===== src/rtl/mojo_serial_tx_arbiter.sv =====
// Round-robin arbiter that shares one byte-wide UART transmitter between
// NUM_REQ block producers. A granted block is latched, optionally prefixed
// with a header byte carrying the requester ID, and sent one byte at a time.
// The requester gets an ack pulse on latch and a done pulse on the last byte.
module mojo_serial_tx_arbiter #(
    parameter int         NUM_REQ     = 2,
    parameter int         BLOCK_BYTES = 4,
    parameter int         HEADER_EN   = 1,
    parameter logic [7:0] HEADER_BASE = 8'hA0
) (
    input  logic                                        clk,
    input  logic                                        rst_n,
    input  logic [NUM_REQ-1:0]                          req,
    input  logic [NUM_REQ*BLOCK_BYTES*8-1:0]            block_in,
    output logic [NUM_REQ-1:0]                          ack,
    output logic [NUM_REQ-1:0]                          done,
    input  logic                                        tx_busy,
    output logic [7:0]                                  tx_data,
    output logic                                        new_tx_data,
    output logic                                        busy,
    output logic [((NUM_REQ > 1) ? $clog2(NUM_REQ) : 1)-1:0] grant_id
);

    localparam int ID_W  = (NUM_REQ > 1) ? $clog2(NUM_REQ) : 1;
    localparam int BLK_W = BLOCK_BYTES * 8;
    localparam int CNT_W = $clog2(BLOCK_BYTES + 2);

    typedef enum logic {
        S_IDLE,
        S_ISSUE
    } state_t;

    state_t           state, state_next;
    logic [CNT_W-1:0] cnt;          // bytes still to issue, header included
    logic [BLK_W-1:0] shreg;        // latched payload, next byte in [7:0]
    logic             hdr_pending;  // header byte not yet issued
    logic             holdoff;      // one-cycle gap covering UART busy rise
    logic [ID_W-1:0]  last_grant;
    logic [ID_W-1:0]  lo_id, hi_id, pick_id;
    logic             lo_hit, hi_hit, pick_valid;
    logic [BLK_W-1:0] pick_blk;
    logic             grant_fire, issue_fire, last_byte;
    logic [7:0]       next_byte;

    // Round-robin pick: first request above last_grant, else lowest request.
    always_comb begin
        // NOTE: every variable gets a default first, so no path leaves it unassigned (no latch).
        lo_hit = 1'b0;
        hi_hit = 1'b0;
        lo_id  = '0;
        hi_id  = '0;
        for (int i = NUM_REQ - 1; i >= 0; i--) begin
            if (req[i]) begin
                lo_hit = 1'b1;
                lo_id  = ID_W'(i);
            end
            if (req[i] && (i > int'(last_grant))) begin
                hi_hit = 1'b1;
                hi_id  = ID_W'(i);
            end
        end
        pick_valid = lo_hit;
        pick_id    = hi_hit ? hi_id : lo_id;
    end

    // Select the block slice of the picked requester.
    always_comb begin
        pick_blk = '0;
        for (int i = 0; i < NUM_REQ; i++) begin
            if (pick_id == ID_W'(i)) pick_blk = block_in[i*BLK_W +: BLK_W];
        end
    end

    // Grant only once busy has fallen, so busy shows a low cycle between blocks.
    assign grant_fire = (state == S_IDLE) && !busy && pick_valid;
    assign issue_fire = (state == S_ISSUE) && !tx_busy && !holdoff;
    assign last_byte  = (cnt == CNT_W'(1));
    assign next_byte  = hdr_pending ? (HEADER_BASE | 8'(grant_id)) : shreg[7:0];

    // State register.
    always_ff @(posedge clk or negedge rst_n) begin
        if (!rst_n) begin
            state <= S_IDLE;
        end else begin
            // NOTE: sequential state uses non-blocking assignments so all flops update together.
            state <= state_next;
        end
    end

    // Next-state logic.
    always_comb begin
        state_next = state;
        case (state)
            S_IDLE:  if (grant_fire) state_next = S_ISSUE;
            S_ISSUE: if (issue_fire && last_byte) state_next = S_IDLE;
            default: state_next = S_IDLE;
        endcase
    end

    // Datapath: latch on grant, issue bytes, generate registered pulses.
    always_ff @(posedge clk or negedge rst_n) begin
        if (!rst_n) begin
            // NOTE: the payload register is reset too; it is small and a clean restart is cheap.
            ack         <= '0;
            done        <= '0;
            new_tx_data <= 1'b0;
            tx_data     <= '0;
            busy        <= 1'b0;
            grant_id    <= '0;
            last_grant  <= ID_W'(NUM_REQ - 1);
            cnt         <= '0;
            shreg       <= '0;
            hdr_pending <= 1'b0;
            holdoff     <= 1'b0;
        end else begin
            ack         <= '0;
            done        <= '0;
            new_tx_data <= 1'b0;
            holdoff     <= 1'b0;

            if (grant_fire) begin
                shreg       <= pick_blk;
                grant_id    <= pick_id;
                last_grant  <= pick_id;
                cnt         <= CNT_W'(BLOCK_BYTES + HEADER_EN);
                hdr_pending <= (HEADER_EN != 0);
                busy        <= 1'b1;
                for (int i = 0; i < NUM_REQ; i++) ack[i] <= (pick_id == ID_W'(i));
            end else if (state == S_IDLE) begin
                busy <= 1'b0;
            end

            if (issue_fire) begin
                tx_data     <= next_byte;
                new_tx_data <= 1'b1;
                holdoff     <= 1'b1;
                cnt         <= cnt - CNT_W'(1);
                if (hdr_pending) hdr_pending <= 1'b0;
                else             shreg       <= shreg >> 8;
                if (last_byte) begin
                    for (int i = 0; i < NUM_REQ; i++) done[i] <= (grant_id == ID_W'(i));
                end
            end
        end
    end

endmodule


===== config.mk =====
export PLATFORM = sky130hd
export DESIGN_NAME = mojo_serial_tx_arbiter
export DESIGN_NICKNAME = d
export VERILOG_FILES = /design/src/rtl/mojo_serial_tx_arbiter.sv
export SDC_FILE = /design/constraint.sdc
export NUM_CORES = 1
export LEC_CHECK = 0
export ABC_AREA = 0
export CORE_MARGIN = 2
export CORE_UTILIZATION = 46
export CTS_CLUSTER_DIAMETER = 40
export DETAILED_ROUTE_END_ITERATION = 6
export PLACE_DENSITY = 0.8
export RECOVER_POWER = 100
export SLEW_MARGIN = 30
export SYNTH_ARGS = -nofsm -noshare
export SYNTH_HDL_FRONTEND = slang
export SYNTH_SLANG_ARGS = --single-unit

===== constraint.sdc =====
create_clock -name clk -period 2.3 [get_ports clk]
set_clock_uncertainty 0.05 [all_clocks]
set_input_delay 0.575 -clock clk [delete_from_list [all_inputs] [get_ports clk]]
set_output_delay 0.575 -clock clk [all_outputs]
set_load 0.005 [all_outputs]

==> metrics.txt <==
outcome=finished with violations; failing checks=capacitance limit, slew limit; detailed-route DRC error count=0; die width=79.5 um; Synth warnings=0; Slew headroom=-0.00795; initial cell density of the core=0.476; DR iter-0 viols=~450; maximum capacitance violations=1; die height=a little under 80 um; Core Rows=27; Area Growth Syn to Fin=41.1%; Post-CTS Hold Fix Bufs=0; fillcell total=440; layout cells sized above 1=0.0752; CTS Buffer Depth=2; # Post-CTS Setup Buffers=0; post-route minimum period=roughly 2.0 ns; final setup violation count=0; worst-path cell chain=dlygate4sd3_1 > or3b_1 > clkbuf_1 > o21ai_0 > o31ai_1; crit-path max cell delay=roughly 0.59 ns; fin nets=about 430; P_leak=between 1 and 1.5 nW; drt pass-1 iters=5; Hold Slack=0.441 ns; Wirelength per Cell=approximately 18 um; Via density=6.42; post-synthesis net count=~350; post-route cell area=3700 um2; largest cells by area after synthesis=dfrtp_1 (50%), a31oi_1 (12%), o21ai_0 (6.7%); largest net degree at the start of global routing=38; Hold Vio Cnt, Final=0; post-synthesis sequential area ratio=0.507; Core Footprint=around 5500 um2; synthesized flop and latch total=53; Max VDD drop=597 uV; RSZ-0062 raised after global routing=false; All-Layer GR Usage=0.257; clock-pin transition on the worst setup and hold timing paths=0.09 ns; htree depth=2; FMAX=492 MHz; GPL Wtd Cong=about 0.83; Distinct cells, synth=31; Tightest Pin Transition=between 1.5 and 2 ns; Setup Crit Path Kind=in -> reg; Worst Setup Start Kind=primary input; worst min path class=reg -> reg; Synth area leader=dfrtp_1; Power Dens Cells=1090 nW/um2; Ant. Diodes=0; Async SR Flop Fraction=1.00; top-area cell type share of the netlist area=0.497; Top FF cell, synth=dfrtp_1; EDFF count, synth=0; Detailed Route WL=7.91 mm; post-cts resize count=0; Max Slew Vio Count=30; Root Buffer=clkbuf_8; I/O pins=84; multi-input combinational cell area=roughly 1100 um2; clock latency on the worst-skew pair=0.31 ns; r2r setup slk=0.61 ns; Worst path slowest cell=dlygate4sd3_1; Req. time, crit path=roughly 2.4 ns; die area=approximately 6300 um2; I/O Buffers=83; CTS tree=yes; total CTS buffers=5; initial antenna violation count=0; CP Data Arrival Time=roughly 2.2 ns; GRT overflow=0; Post-Syn Area=between 2000 and 3000 um2; CP endpoint kind=flop; Via Count=~2800; vias in the first global route=about 2600; Post-Syn Instances=about 280; detailed placer's ending HPWL=around 5.4 mm; sequential cell area=~1300 um2; global-route wire length before repair=12.8 mm; Detail Route Antenna Nets=0; crit-path max FO=7; placed instance area=3590 um2; clock sink count=53; Setup TNS=0 ns; Avg Cell Area, Syn=~9 um2; fin crit share=0.884
synth_stat cells, drive strengths merged (2+ instances only):
cell	n
o21ai	36
inv	5
nand2	4
ha	2
a21o	2
buf	6
clkbuf	27
nor2	30
nand3	14
a41oi	6
a22o	5
o2bb2ai	2
dfrtp	52
nand4	26
o22a	2
a31oi	50
where the power goes:
group / total (mW) / internal [mW] / switching, mW
combinational: 1.68 / 0.794 / 0.886
sequential: 1.60 / 1.34 / 0.260
clock: 0.737 / 0.432 / 0.304
layout make-up:
| cell class | instances | share of cell area |
|---|---|---|
| tap | 72 | 0.0244 |
| multi-input combinational | 192 | 0.309 |
| inverter | 5 | 0.00508 |
| clock inverter | 3 | 0.0176 |
| sequential | 53 | 0.359 |
| timing repair buffer | 101 | 0.266 |
| clock buffer | 5 | 0.0186 |
logic make-up after synthesis:
family,share of synthesized area
AO/OA/AOI/OAI,0.256
AND/OR/NAND/NOR,0.166
flip-flops,0.507
buffers and inverters,0.0573
adder cells (fa/ha/maj),0.00955
multiplexers,0.00382
state kept, by name, summed over array words and instances, names as in the netlist, 2 cells and up:
signal and flops:
cnt 3, tx_data 8, done 2, shreg 32
ack 2
metal layers:
layer	global-route usage	share of wire	up-vias
met5	0	0	-
met4	0.0793	0.019	0
met3	0.0385	0.084	17
met2	0.424	0.50	182
met1	0.350	0.40	1345
li1	-	-	1222
path summary, 6_finish.rpt:
path,startpoint,endpoint,cells after the start
min in group asynchronous,rst_n,tx_data[6]$_DFFE_PN0P_,1
max,tx_busy,cnt[2]$_DFFE_PN0P_,5
min reg2reg,shreg[5]$_DFF_PN0_,tx_data[5]$_DFFE_PN0P_,1
max in group asynchronous,rst_n,last_grant$_DFFE_PN1N_,2
max reg2reg,state$_DFF_PN0_,cnt[2]$_DFFE_PN0P_,4
min,shreg[5]$_DFF_PN0_,tx_data[5]$_DFFE_PN0P_,1
layout by cell type (no fill, tap or decap), drive strengths merged:
master	Yosys	routed
or4b	1	1
inv	5	5
nand3b	1	1
a22o	5	5
and2	1	1
nand2b	1	1
o2bb2ai	2	2
clkbuf	27	10
clkdlybuf4s50	0	64
dlygate4sd3	0	18
o21ai	36	36
o21a	1	1
or3b	1	1
dfrtp	52	52
a31oi	50	50
dfstp	1	1
nand3	14	14
nand4	26	26
a211oi	1	1
o22a	2	2
or2	1	1
a21oi	1	1
ha	2	2
clkinv	0	1
nor2	30	30
buf	6	14
and3	1	1
nor4b	1	1
a41oi	6	6
bufinv	0	2
o31ai	1	1
mux2i	1	1
a21o	2	2
nand2	4	4
critical path: cells and delay by family:
family                 cells  cell delay, ns
AO/OA/AOI/OAI              2            0.32
buffers and inverters      2            0.81
AND/OR/NAND/NOR            1            0.46
per-stage QoR:
step / setup slack [ns] / util / std cells / total power, mW
after CTS: 0.351 / 0.676 / 431 / 4.09
after global routing: 0.190 / 0.671 / 431 / 4.29
after floorplan: 0.582 / - / 283 / 2.58
final: 0.266 / 0.671 / 431 / 4.02
after detailed placement: 0.0864 / 0.652 / 423 / 3.34
after global placement: 0.103 / 0.652 / 423 / 3.25
Power figures use the tool's default switching activity.
